==> config.mk <==
export PLATFORM = sky130hd
export DESIGN_NAME = vga_565_capture
export DESIGN_NICKNAME = d
export VERILOG_FILES = /design/src/rtl/vga_565_capture.sv
export SDC_FILE = /design/constraint.sdc
export NUM_CORES = 1
export LEC_CHECK = 0
export CAP_MARGIN = 30
export CORE_MARGIN = 3
export CORE_UTILIZATION = 25
export DETAILED_ROUTE_END_ITERATION = 8
export GPL_ROUTABILITY_DRIVEN = 0
export PLACE_DENSITY = 0.56
export SLEW_MARGIN = 20
export SYNTH_ARGS = -nofsm -noshare
export SYNTH_HDL_FRONTEND = slang
export SYNTH_SLANG_ARGS = --single-unit
==> constraint.sdc <==
create_clock -name clk -period 4.2 [get_ports clk]
set_input_delay 1.26 -clock clk [delete_from_list [all_inputs] [get_ports clk]]
set_output_delay 1.26 -clock clk [all_outputs]
set_load 0.05 [all_outputs]
==> src/rtl/vga_565_capture.sv <==
// RGB565 video capture front end: two-stage pixel/sync pipeline with 565->888
// expansion, pixel/line counters and a sync-timing lock detector.
module vga_565_capture #(
    parameter int X_W    = 12,
    parameter int Y_W    = 11,
    parameter int HS_POL = 1,
    parameter int VS_POL = 1
) (
    input  logic           clk,
    input  logic           rst_n,
    input  logic [4:0]     r_i,
    input  logic [5:0]     g_i,
    input  logic [4:0]     b_i,
    input  logic           hs_i,
    input  logic           vs_i,
    output logic [7:0]     r_o,
    output logic [7:0]     g_o,
    output logic [7:0]     b_o,
    output logic           hs_o,
    output logic           vs_o,
    output logic [X_W-1:0] x_o,
    output logic [Y_W-1:0] y_o,
    output logic [X_W-1:0] h_total_o,
    output logic [Y_W-1:0] v_total_o,
    output logic           locked,
    output logic [1:0]     dbg_state
);

    localparam logic           HS_ACT = (HS_POL != 0);
    localparam logic           VS_ACT = (VS_POL != 0);
    localparam logic [X_W-1:0] X_MAX  = '1;
    localparam logic [X_W-1:0] X_ONE  = 1;
    localparam logic [Y_W-1:0] Y_ONE  = 1;

    typedef enum logic [1:0] {
        SEARCH  = 2'd0,
        MEASURE = 2'd1,
        VERIFY  = 2'd2,
        LOCKED  = 2'd3
    } state_t;

    state_t         state_q, state_d;
    logic [4:0]     r_s1, b_s1;
    logic [5:0]     g_s1;
    logic           hs_s1, vs_s1;
    logic           hs_prev, vs_prev;
    logic           hs_edge, vs_edge;
    logic [X_W-1:0] line_len, h_len_q, cur_h, h_ref;
    logic [Y_W-1:0] hs_cnt, frame_len, v_ref;
    logic           mismatch;
    logic           ref_load;

    // Previous sync state resets to inactive so an active level seen right
    // after reset is treated as an edge.
    always_ff @(posedge clk or negedge rst_n) begin
        if (!rst_n) begin
            r_s1    <= '0;
            g_s1    <= '0;
            b_s1    <= '0;
            hs_s1   <= 1'b0;
            vs_s1   <= 1'b0;
            hs_prev <= ~HS_ACT;
            vs_prev <= ~VS_ACT;
            r_o     <= '0;
            g_o     <= '0;
            b_o     <= '0;
            hs_o    <= 1'b0;
            vs_o    <= 1'b0;
        end else begin
            r_s1    <= r_i;
            g_s1    <= g_i;
            b_s1    <= b_i;
            hs_s1   <= hs_i;
            vs_s1   <= vs_i;
            hs_prev <= hs_s1;
            vs_prev <= vs_s1;
            r_o     <= {r_s1, r_s1[4:2]};
            g_o     <= {g_s1, g_s1[5:4]};
            b_o     <= {b_s1, b_s1[4:2]};
            hs_o    <= hs_s1;
            vs_o    <= vs_s1;
        end
    end

    assign hs_edge   = (hs_s1 == HS_ACT) && (hs_prev != HS_ACT);
    assign vs_edge   = (vs_s1 == VS_ACT) && (vs_prev != VS_ACT);
    assign line_len  = x_o + X_ONE;
    assign frame_len = hs_cnt + {{(Y_W-1){1'b0}}, hs_edge};
    // A vs edge without a coincident hs edge judges the last completed line.
    assign cur_h     = hs_edge ? line_len : h_len_q;

    always_ff @(posedge clk or negedge rst_n) begin
        if (!rst_n) begin
            x_o      <= '0;
            y_o      <= '0;
            hs_cnt   <= '0;
            h_len_q  <= '0;
            mismatch <= 1'b0;
        end else begin
            if (hs_edge)
                x_o <= '0;
            else if (x_o != X_MAX)
                x_o <= x_o + X_ONE;

            if (vs_edge)
                y_o <= '0;
            else if (hs_edge)
                y_o <= y_o + Y_ONE;

            if (vs_edge)
                hs_cnt <= '0;
            else if (hs_edge)
                hs_cnt <= hs_cnt + Y_ONE;

            if (hs_edge)
                h_len_q <= line_len;

            if (vs_edge)
                mismatch <= 1'b0;
            else if (hs_edge && (line_len != h_len_q))
                mismatch <= 1'b1;
        end
    end

    always_comb begin
        state_d  = state_q;
        ref_load = 1'b0;
        case (state_q)
            SEARCH: begin
                if (vs_edge)
                    state_d = MEASURE;
            end
            MEASURE: begin
                if (vs_edge) begin
                    ref_load = 1'b1;
                    if (!mismatch)
                        state_d = VERIFY;
                end
            end
            VERIFY: begin
                if (vs_edge) begin
                    if (!mismatch && (cur_h == h_ref) && (frame_len == v_ref)) begin
                        state_d = LOCKED;
                    end else begin
                        ref_load = 1'b1;
                        state_d  = MEASURE;
                    end
                end
            end
            LOCKED: begin
                if ((hs_edge && (line_len != h_ref)) || (vs_edge && (frame_len != v_ref)))
                    state_d = SEARCH;
            end
            default: state_d = SEARCH;
        endcase
        // A saturated pixel counter means sync has been lost.
        if (x_o == X_MAX) begin
            state_d  = SEARCH;
            ref_load = 1'b0;
        end
    end

    always_ff @(posedge clk or negedge rst_n) begin
        if (!rst_n) begin
            state_q   <= SEARCH;
            h_ref     <= '0;
            v_ref     <= '0;
            locked    <= 1'b0;
            h_total_o <= '0;
            v_total_o <= '0;
        end else begin
            state_q <= state_d;
            if (ref_load) begin
                h_ref <= cur_h;
                v_ref <= frame_len;
            end
            locked    <= (state_d == LOCKED);
            h_total_o <= (state_d == LOCKED) ? h_ref : '0;
            v_total_o <= (state_d == LOCKED) ? v_ref : '0;
        end
    end

    assign dbg_state = state_q;

endmodule

# Word-level counts from Yosys, hierarchy flattened
# Cells that the tools add are included.
# word_totals
regBits,140
in_bits,20
out_inout_bits,75
wordCells,75
# classes
addsub,4
eq_ne,11
muxes,24
bitwise,2
reduce_logical,13
# ops
cell,count
2-to-1 mux 11 bit,5
2-to-1 mux 12 bit,4
inequality test 12 bit,2
"adder 11 x 1 -> 11 bit, second input constant",2
2-to-1 mux 2 bit,7
"adder 12 x 1 -> 12 bit, second input constant",1
== test 12 bit,1
"== test 12 bit, second input constant",1
"inequality test 12 bit, second input constant",1
adder 11 x 1 -> 11 bit,1
== test 11 bit,1
inequality test 11 bit,1
one-hot mux 2 bit (4 select lines),1
logical AND 1 bit,7
"== test 2 bit, second input constant",3
2-to-1 mux 1 bit,6
nonzero test 2 bit,3
"== test 2 x 1 -> 1 bit, second input constant",1
zero test 2 bit,1
inverter 1 bit,2
one-hot mux 1 bit (2 select lines),1
zero test 1 bit,1
logical OR 1 bit,1

# Depth between registers and ports, before layout
# Gate-level depths: netlist of run 1.
# depth
ltp_word,12
mapped_depth,16
depth_no_buf,11

# Worst setup path before layout of run 1
# No wires, ideal clock.
# synth_timing
path_kind,register to register
from,reg hs_prev
to,reg v_total_o[6]
setup_time_ns,0.136
t_arrival_ns,4.262
t_required_ns,4.064
slack_ns,-0.198
path_stages_with_launch,17
n_path_buf,5
synth_period_minus_slack_ns,4.398
path_cell_list,dfrtp_1 -> nand2b_1 -> clkbuf_1 -> inv_2 -> clkbuf_1 -> buf_1 -> buf_1 -> ha_1 -> nand4_1 -> nor3_1 -> xnor3_1 -> and4b_1 -> nand2_1 -> nand2_1 -> a41oi_1 -> clkbuf_1 -> nor3b_1
# synth_via
elab_chain_cells,12
elab_cells_between_ends,19
cone_classes,1 x add/sub; 4 x eq/ne; 7 x mux; 1 x bitwise; 6 x reduce/logical
# synth_rtl
item,line_no,text
start: declaration,46,"logic hs_prev, vs_prev;"
start signal: assignment,62,hs_prev <= ~HS_ACT;
start signal: assignment,75,hs_prev <= hs_s1;
inverter 1 bit *,85,assign hs_edge = (hs_s1 == HS_ACT) && (hs_prev != HS_ACT);
logical AND 1 bit *,85,
"parallel branches: the longest is 6 deep, another holds adder 11 x 1 -> 11 bit",-,
one-hot mux 2 bit (4 select lines) *,128,case (state_q)
2-to-1 mux 2 bit *,157,if (x_o == X_MAX) begin
== test 2 bit *,179,v_total_o <= (state_d == LOCKED) ? v_ref : '0;
2-to-1 mux 11 bit *,179,
end signal: assignment,179,
end: declaration,24,"output logic [Y_W-1:0] v_total_o,"
# Mark *: on every way between the ends.
# A chain may end at the register's enable or synchronous reset.

# Worst setup path in the final report of run 1
# layout_timing
from,reg x_o[0]
to,reg h_ref[9]
# layout_via
elab_chain_cells,9
elab_cells_between_ends,10
cone_classes,1 x add/sub; 2 x eq/ne; 5 x mux; 2 x reduce/logical
# layout_rtl
item,line_no,text
start: declaration,21,"output logic [X_W-1:0] x_o,"
start signal: assignment,103,x_o <= x_o + X_ONE;
adder 12 x 1 -> 12 bit,87,assign line_len = x_o + X_ONE;
2-to-1 mux 12 bit,-,
via cur_h[2],48,"logic [X_W-1:0] line_len, h_len_q, cur_h, h_ref;"
== test 12 bit,142,if (!mismatch && (cur_h == h_ref) && (frame_len == v_ref)) begin
logical AND 1 bit (2 in a row),142,
2-to-1 mux 1 bit,142,
2-to-1 mux 1 bit,141,if (vs_edge) begin
one-hot mux 1 bit (2 select lines),128,
2-to-1 mux 1 bit,157,
end signal: assignment,174,h_ref <= cur_h;
end: declaration,48,
# The timed path passes the listed nets, and every way through them passes these cells.

==> results of run 1 <==
power breakdown:
group / total, mW / leakage (nW) / switching, mW / internal, mW
clock: 1.52 / 0.286 / 0.603 / 0.918
sequential: 1.56 / 1.73 / 0.175 / 1.39
combinational: 1.06 / 1.36 / 0.632 / 0.427
total: 4.14 / 3.37 / 1.41 / 2.73
flip-flops by register name (all words and copies together) (netlist names), 2 cells and up:
name,cells
v_ref,11
h_total_o,12
x_o,12
r_s1,5
y_o,11
b_o,5
r_o,5
v_total_o,11
dbg_state,2
h_len_q,12
h_ref,12
b_s1,5
g_o,6
g_s1,6
hs_cnt,11
cells in the final DEF, fill, tap and decap left out, types with 7 or more instances in the layout:
cell,Yosys,final
a21oi_1,28,28
nor2_1,35,35
o21ai_0,22,22
nor3b_1,21,21
clkbuf_16,0,17
xor2_1,30,30
mux2_4,19,19
a31oi_1,7,7
nand4_1,17,17
nand2b_1,7,7
nor2b_1,10,9
nor3_1,9,9
clkdlybuf4s50_1,0,93
nand2_1,43,43
dfrtp_1,132,132
nand3_1,8,8
ha_1,9,9
inv_1,13,13
xnor2_1,34,34
or3_1,7,7
and2_1,7,7
buf_4,8,8
cells by family (layout without fill, tap and decap cells):
family | count (synthesis) | after routing | synth area share
buf+inv | 55 | 150 | 0.0409
mux | 26 | 26 | 0.0564
compound gates | 95 | 95 | 0.0957
simple gates | 196 | 196 | 0.171
fa+ha+maj | 9 | 9 | 0.0176
flops | 132 | 132 | 0.517
xor+xnor | 68 | 68 | 0.102
worst register-to-register path: stages (launching register included):
cell and delay, ns:
dfrtp_1 0.52, ha_1 0.35, xnor2_1 0.59, mux2i_1 0.23, a32o_1 0.26, a311oi_1 0.26
nand4_1 0.21, nor4_2 0.47, a21oi_2 0.16, buf_12 0.20, mux2_4 0.31
metal layers:
metal	track usage	vias up	part of all wire
met4	0.0354	0	0.015
met2	0.187	136	0.46
met3	0.0343	17	0.058
li1	-	2197	-
met5	0	-	0
met1	0.167	2207	0.47
worst paths after layout:
path,from,endpoint,slack [ns],cells after the start
worst max-delay path,x_o[0],h_ref[9],0.51,10
worst min-delay path,g_s1[2],g_o[4],0.35,0
worst max register to register,x_o[0],h_ref[9],0.51,10
worst min register to register,g_s1[2],g_o[4],0.35,0
max in group asynchronous,rst_n,v_ref[8],2.62,2
min in group asynchronous,rst_n,y_o[10],0.80,1
cell usage after synthesis, types with 4 or more instances:
| cell type | count | share of area |
|---|---|---|
| o21ai_0 | 22 | 0.017 |
| a31oi_1 | 7 | 0.0069 |
| o211ai_1 | 4 | 0.0047 |
| nor2_1 | 35 | 0.021 |
| buf_2 | 8 | 0.0063 |
| nand3_1 | 8 | 0.0063 |
| clkbuf_1 | 20 | 0.012 |
| xnor3_1 | 4 | 0.014 |
| ha_1 | 9 | 0.018 |
| mux2_2 | 4 | 0.0070 |
| buf_4 | 8 | 0.0094 |
| and2_1 | 7 | 0.0069 |
| nor3_1 | 9 | 0.0070 |
| nand4_1 | 17 | 0.017 |
| and3_1 | 6 | 0.0059 |
| or2_2 | 4 | 0.0039 |
| nor2b_1 | 10 | 0.0098 |
| dfrtp_1 | 132 | 0.52 |
| nand2b_1 | 7 | 0.0069 |
| mux2_4 | 19 | 0.045 |
| a21oi_1 | 28 | 0.022 |
| nor3b_1 | 21 | 0.025 |
| inv_1 | 13 | 0.0076 |
| xnor2_1 | 34 | 0.047 |
| or3_1 | 7 | 0.0069 |
| nand2_1 | 43 | 0.025 |
| nor4_1 | 6 | 0.0059 |
| xor2_1 | 30 | 0.041 |
cell type report:
class                           instances  area share
Sequential cell                       132       0.400
Multi-Input combinational cell        394       0.345
Timing Repair Buffer                  104       0.126
Clock buffer                           20      0.0554
Tap cell                              324      0.0491
Clock inverter                         12      0.0177
Inverter                               14     0.00637
per-stage QoR:
step            util  total power, mW  hold slack, ns
2_1_floorplan      -             2.28           0.331
3_3_place_gp   0.309             2.65           0.331
3_5_place_dp   0.309             2.65           0.336
4_1_cts        0.333             4.20           0.349
5_1_grt        0.333             4.36           0.353
6_report       0.333             4.14           0.347
==> results.txt, run 1 <==
status: finished clean
full die area: 27,500 µm²
post-route insts no fill: 1,000
starting density of the core: 0.258
first-pass GRT wire length: 26.6 mm
DRC Markers: 0
CP peak stage delay: 0.59 ns
Critical Path, Cell by Cell: ha_1 -> xnor2_1 -> mux2i_1 -> a32o_1 -> a311oi_1 -> nand4_1 -> nor4_2 -> a21oi_2 -> buf_12 -> mux2_4
DRT iter0 DRCs: 357
clk_lat worst skew: 0.42 ns
CP max FO: 21
EDFF count, synth: 0
critical path's top delay family: compound AO/OA/AOI/OAI gates
Startpoint Class: flop
remaining antenna violation count: 0
CTS tree: yes
FFs w/ async S/R, synth: 1.00
FF+latch count, synth: 132
number of core rows: 57
mapped cell area: 6390 µm²
Initial DRT Pass Iterations: 4
Worst setup EP type: flop
Final setup viols: 0
Cells after Synth: 581
highest clock rate: 271 MHz
dpl cells: 968
Synth cell types: 67
RSZ-0062 raised after global routing: false
setup_tns: 0 ns
routed len/inst: 16.4 µm
Core Region: 24,700 µm²
setup bufs post-CTS: 0
fill cell count: 2,472
Clock Skew: 0.00892 ns
Hold Vio Cnt, Final: 0
crit share post-route: 0.879
H-tree levels: 4
total wire length: 16.4 mm
gr usage total: 0.121
initial antenna violation count: 0
max_cap viols: 0
port bufs: 94
Pwr per Cell Area: 502 nW/µm²
Antenna Cells: 0
minimum clock period: 3.69 ns
Slew HR: 0.549
layout cell share with drive strength beyond 1: 0.118
register area: 3300 µm²
measured slew at the worst slew-check pin: 0.672 ns
Mapped Avg Cell Area: 11.0 µm²
WS Path Type: flop to flop
Die Width: 166 µm
Hold Buf Count CTS: 0
io pins: 95
Seq/Total Area, Yosys: 0.517
largest net degree at the start of global routing: 54
CP bufs+invs: 1
Die Y: 166 µm
grt ovf: 0
Via Count: 4,557
cts bufs inserted: 17
Clock Sink Count: 132
vias in the first global route: 4,611
Worst-path clk slew: 0.07 ns
Finished Cell Area: 8250 µm²
DP HPWL: 11.5 mm
nets: 692
LEAKAGE: 3.37 nW
Placement Setup Slack: 0.501 ns
Synth Warn #: 0
Crit path arrival time: 3.99 ns
CP max stage cell: xnor2_1
Multi-input gate area: 2840 µm²
Peak supply drop: 236 µV
most frequently used flop master after synthesis: dfrtp_1
CTS max path bufs: 2
dpl cell area: 7650 µm²
root buf cell: clkbuf_16
Hold Crit Class: flop to flop
Worst Slack Setup Final: 0.509 ns
area grow syn2layout: 29.1%
drt via density: 4.56
Synth Net Count: 610
Max Slew Vio Count: 0
WP data required: 4.50 ns
Resize count post-CTS: 0
(Power assumes the default switching activity.)
==> inputs of run 2 (changes only) <==
--- a/config.mk
+++ b/config.mk
@@ -7,10 +7,10 @@
 export LEC_CHECK = 0
 export CAP_MARGIN = 30
 export CORE_MARGIN = 3
-export CORE_UTILIZATION = 25
+export CORE_UTILIZATION = 42
 export DETAILED_ROUTE_END_ITERATION = 8
 export GPL_ROUTABILITY_DRIVEN = 0
-export PLACE_DENSITY = 0.56
+export PLACE_DENSITY = 0.79
 export SLEW_MARGIN = 20
 export SYNTH_ARGS = -nofsm -noshare
 export SYNTH_HDL_FRONTEND = slang
==> run 2 against run 1 <==
Against the previous run:
- count of clock-buffer cells in the layout shrank 2
- largest power group is now the clock network
- sequential cell count did not move
- sequential share of layout area up 0.87 points
- critical path depth is 2 higher
- die area shrank 39%
- largest cell class unchanged
==> results.txt, run 2 (synthesis results as in run 1) <==
crit share post-route: 0.855 (-0.0233)
DRT iter0 DRCs: 507 (+42%)
Clock Skew: 0.00770 ns (-0.00123 ns)
area grow syn2layout: 26.4%
number of core rows: 44 (-23%)
Hold Vio Cnt, Final: 0 (unchanged)
measured slew at the worst slew-check pin: 0.686 ns (+0.0135 ns)
remaining antenna violation count: 0 (unchanged)
starting density of the core: 0.435 (+0.177)
register area: 3300 µm² (unchanged)
routed len/inst: 18.5 µm (+13%)
CP max FO: 22 (+4.8%)
Via Count: 4,952 (+8.7%)
total wire length: 15.9 mm (-2.6%)
Antenna Cells: 0 (unchanged)
Die Width: 129 µm (-22%)
Hold Crit Class: flop to flop
CP bufs+invs: 2 (+1)
fill cell count: 1,181 (-52%)
CP max stage cell: nor4_1
Resize count post-CTS: 0 (unchanged)
WP data required: 4.51 ns (about the same)
drt via density: 5.76 (+27%)
Peak supply drop: 365 µV (+55%)
Critical Path, Cell by Cell: nand2b_1 -> inv_2 -> ha_1 -> nand4_1 -> o22ai_1 -> nand4_1 -> nor4_1 -> nand2_1 -> nor4_2 -> a21oi_2 -> buf_4 -> mux2_4
full die area: 16,700 µm² (-39%)
Final setup viols: 0 (unchanged)
vias in the first global route: 4,984 (+8.1%)
Multi-input gate area: 2840 µm² (-0.26%)
Initial DRT Pass Iterations: 6 (+2)
grt ovf: 0 (unchanged)
Hold Buf Count CTS: 0 (unchanged)
critical path's top delay family: simple AND/OR/NAND/NOR gates
Worst Hold Margin: 0.346 ns (-0.000469 ns)
Core Region: 14,700 µm² (-41%)
initial antenna violation count: 0 (unchanged)
CP peak stage delay: 0.44 ns (-0.15 ns)
DRC Markers: 0 (unchanged)
Crit path arrival time: 3.90 ns (-0.09 ns)
LEAKAGE: 3.38 nW (+0.34%)
RSZ-0062 raised after global routing: false
layout cell share with drive strength beyond 1: 0.117 (-0.00131)
commonest non-fill, non-tap cell in the layout: dfrtp_1
max_cap viols: 0 (unchanged)
setup_tns: 0 ns (unchanged)
gr usage total: 0.198 (+0.0763)
Clock Sink Count: 132 (unchanged)
clk_lat worst skew: 0.42 ns (about the same)
root buf cell: clkbuf_16
setup bufs post-CTS: 0 (unchanged)
cts bufs inserted: 17 (unchanged)
CTS tree: yes
most frequent cell on the critical path: nand4_1
status: finished clean
CTS max path bufs: 2 (unchanged)
largest net degree at the start of global routing: 72 (+33%)
DP HPWL: 10.9 mm (-4.9%)
port bufs: 94 (unchanged)
nets: 691 (-0.14%)
H-tree levels: 4 (unchanged)
io pins: 95 (unchanged)
minimum clock period: 3.59 ns (-0.0978 ns)
WS Path Type: flop to flop
Die Y: 129 µm (-22%)
Worst setup EP type: flop
highest clock rate: 278 MHz (+2.7%)
Max Slew Vio Count: 0 (unchanged)
Startpoint Class: flop
Worst-path clk slew: 0.06 ns (about the same)
first-pass GRT wire length: 25.6 mm (-3.6%)
most frequent cells in the layout: dfrtp_1 (132), clkdlybuf4s50_1 (93), nand2_1 (43)
Pwr per Cell Area: 524 nW/µm² (+4.4%)
Slew HR: 0.543 (-0.00575)
## run 2: cell count changes in the layout (fill, tap and decap cells not counted)
cell and change:
buf_12 -2, a211oi_2 +1, inv_6 +2, clkinv_4 -2, bufinv_16 +2, buf_4 +1, inv_8 +2, clkinvlp_4 -2
a211oi_4 -1, clkbuf_8 -2
## run 2: path summary, 6_finish.rpt
path,to,from,slack [ns],cells past startpoint
worst max-delay path,v_ref[1],hs_prev,0.61,12
worst min-delay path,b_o[3],b_s1[0],0.35,0
worst max register to register,v_ref[1],hs_prev,0.61,12
worst min register to register,b_o[3],b_s1[0],0.35,0
max in group asynchronous,h_len_q[4],rst_n,2.45,2
min in group asynchronous,x_o[4],rst_n,0.82,1
## run 2: area by class of cell
class                   count  share of cell area
clock buffers              18              0.0531
clock inverters            14              0.0265
multi-input cells         394               0.351
repair buffers            103               0.125
flip-flops and latches    132               0.409
well taps                 184              0.0285
inverters                  14             0.00651
## run 2: worst reg2reg max path, stage by stage (launching register included)
cell and delay (ns):
dfrtp_1 0.41, nand2b_1 0.18, inv_2 0.14, ha_1 0.23
nand4_1 0.35, o22ai_1 0.29, nand4_1 0.11, nor4_1 0.44
nand2_1 0.17, nor4_2 0.42, a21oi_2 0.10, buf_4 0.28
mux2_4 0.35
## run 2: where the power goes
part / internal (mW) / total, mW / switching [mW]
Combinational: 0.421 / 1.06 / 0.640
Sequential: 1.39 / 1.56 / 0.172
Clock: 1.01 / 1.61 / 0.599
Total: 2.82 / 4.24 / 1.41
## run 2: metal layers
layer,up-vias,share of wire,global-route usage
li1,2196,-,-
met1,2392,0.40,0.250
met2,305,0.47,0.306
met3,59,0.091,0.0552
met4,0,0.043,0.111
met5,-,0,0
## run 2: metrics by stage
step,instances,cell area [µm²],total power [mW],setup slack [ns],utilization
floorplan,581,6400,2.28,0.0525,-
detailed placement,827,7430,2.62,0.681,0.506
finish,859,8080,4.24,0.607,0.549
global placement,827,7430,2.58,0.847,0.506
global route,859,8080,4.41,0.379,0.549
CTS,859,8080,4.25,0.634,0.549
==> inputs of run 3 (changes only) <==
==> constraint.sdc (replaced) <==
create_clock -name clk -period 4.2 [get_ports clk]
set_input_delay 0.84 -clock clk [delete_from_list [all_inputs] [get_ports clk]]
set_output_delay 0.84 -clock clk [all_outputs]
set_load 0.05 [all_outputs]
==> run 3 against run 2 <==
Against the previous run:
- clock power down 8%
- total power shrank 2.9%
- register-to-register slack worse by 0.13 ns
- combinational power about the same
- critical endpoint is now h_total_o[5]
==> results.txt, run 3 (synthesis results as in run 1) <==
Crit path arrival time: 4.01 ns (+0.11 ns)
Hold Crit Class: primary input to asynchronous set/reset pin
final design utilization: 0.547 (-0.00196)
DRT iter0 DRCs: 486 (-4.1%)
Worst-path clk slew: 0.06 ns (about the same)
H-tree levels: 4 (unchanged)
initial antenna violation count: 0 (unchanged)
Worst Hold Margin: 0.303 ns (-0.0434 ns)
Worst setup EP type: flop
Peak supply drop: 345 µV (-5.7%)
first-pass GRT wire length: 25.5 mm (-0.54%)
gr usage total: 0.195 (-0.00310)
CP max stage cell: a2111oi_0
area grow syn2layout: 25.9%
FF-to-FF path depth: 10 (-2)
most frequent cells in the layout: dfrtp_1 (132), clkdlybuf4s50_1 (93), nand2_1 (43)
layout cell share with drive strength beyond 1: 0.116 (-0.00131)
minimum clock period: 3.72 ns (+0.126 ns)
crit share post-route: 0.885 (+0.0299)
Clock Sink Count: 132 (unchanged)
clk_lat worst skew: 0.42 ns (about the same)
Power Total: 4.11 mW (-2.9%)
WS Path Type: flop to flop
Core Region: 14,700 µm² (unchanged)
io pins: 95 (unchanged)
fill cell count: 1,196 (+1.3%)
DP HPWL: 10.8 mm (-1.4%)
Max Slew Vio Count: 0 (unchanged)
measured slew at the worst slew-check pin: 0.806 ns (+0.121 ns)
Resize count post-CTS: 0 (unchanged)
Worst R2R Start: x_o[0]
vias in the first global route: 4,986 (+0.040%)
Antenna Cells: 0 (unchanged)
Critical Path, Cell by Cell: ha_1 -> nand3_1 -> xor2_1 -> a22o_1 -> a2111oi_0 -> nand4_1 -> a211oi_1 -> a211oi_2 -> buf_4 -> nor3b_1
CTS tree: yes
critical path's top delay family: compound AO/OA/AOI/OAI gates
commonest non-fill, non-tap cell in the layout: dfrtp_1
DRC Markers: 0 (unchanged)
CP bufs+invs: 1 (-1)
port bufs: 94 (unchanged)
RSZ-0062 raised after global routing: false
starting density of the core: 0.435 (unchanged)
grt ovf: 0 (unchanged)
Slew HR: 0.449 (-0.0944)
CTS max path bufs: 2 (unchanged)
Final setup viols: 0 (unchanged)
drt via density: 5.67 (-1.7%)
post-route insts no fill: 858 (-0.12%)
Startpoint Class: flop
Die Width: 129 µm (unchanged)
routed len/inst: 18.3 µm (-1.0%)
max_cap viols: 0 (unchanged)
R2R Setup Slk: 0.48 ns (-0.13 ns)
nets: 691 (unchanged)
largest net degree at the start of global routing: 86 (+19%)
WP data required: 4.50 ns (about the same)
root buf cell: clkbuf_16
Initial DRT Pass Iterations: 5 (-1)
Pwr per Cell Area: 511 nW/µm² (-2.6%)
cts bufs inserted: 17 (unchanged)
Via Count: 4,862 (-1.8%)
Reg-to-Reg End: h_total_o[5]
total wire length: 15.7 mm (-1.2%)
CP max FO: 24 (+9.1%)
Clock Skew: 0.0116 ns (+0.00395 ns)
dpl cells: 827 (unchanged)
LEAKAGE: 3.36 nW (-0.54%)
full die area: 16,700 µm² (unchanged)
Hold Vio Cnt, Final: 0 (unchanged)
highest clock rate: 269 MHz (-3.4%)
number of core rows: 44 (unchanged)
Die Y: 129 µm (unchanged)
CP peak stage delay: 0.73 ns (+0.29 ns)
Hold Buf Count CTS: 0 (unchanged)
setup_tns: 0 ns (unchanged)
setup bufs post-CTS: 0 (unchanged)
remaining antenna violation count: 0 (unchanged)
status: finished clean
[run 3: cell count changes in the layout (fill, tap and decap cells not counted), sizes merged]
cell      delta
clkinv       +3
bufinv       -2
inv          -6
clkinvlp     +1
clkbuf       +3
[run 3: per-layer routing]
metal | share of wire | GRT usage | vias up
li1 | - | - | 2194
met1 | 0.41 | 0.245 | 2325
met2 | 0.46 | 0.303 | 276
met3 | 0.093 | 0.0660 | 67
met4 | 0.042 | 0.0926 | 0
met5 | 0 | 0 | -
[run 3: power by group]
| group | internal, mW | switching (mW) | leakage, nW |
|---|---|---|---|
| clock network | 0.923 | 0.557 | 0.286 |
| registers | 1.39 | 0.171 | 1.73 |
| logic | 0.423 | 0.649 | 1.35 |
| total | 2.73 | 1.38 | 3.36 |
[run 3: worst max path at each step]
stage	from	end	slack (ns)	cells past startpoint
2_1_floorplan	hs_prev	h_ref[0]	0.05	16
3_3_place_gp	x_o[0]	h_total_o[5]	0.77	10
3_5_place_dp	x_o[0]	h_ref[2]	0.71	10
4_1_cts	x_o[0]	h_ref[8]	0.67	10
5_1_grt	x_o[0]	h_total_o[11]	0.24	9
6_report	x_o[0]	h_total_o[5]	0.48	10
[run 3: layout make-up]
type | count | area (µm²) | area share
flip-flops and latches | 132 | 3300 | 0.411
repair buffers | 103 | 1030 | 0.128
well taps | 184 | 230 | 0.0286
multi-input cells | 394 | 2840 | 0.353
clock buffers | 21 | 470 | 0.0585
inverters | 14 | 52.6 | 0.00653
clock inverters | 10 | 124 | 0.0154
[run 3: worst reg2reg max path, stage by stage, from the launching register on]
cell and delay, ns:
dfrtp_1 0.54, ha_1 0.33, nand3_1 0.16, xor2_1 0.25
a22o_1 0.28, a2111oi_0 0.73, nand4_1 0.31, a211oi_1 0.35
a211oi_2 0.11, buf_4 0.26, nor3b_1 0.30
[run 3: stage by stage]
stage / setup WS (ns) / area (µm²)
after floorplan: 0.0525 / 6400
after global placement: 0.767 / 7420
after detailed placement: 0.714 / 7450
after CTS: 0.675 / 8050
after global routing: 0.243 / 8050
final: 0.481 / 8050
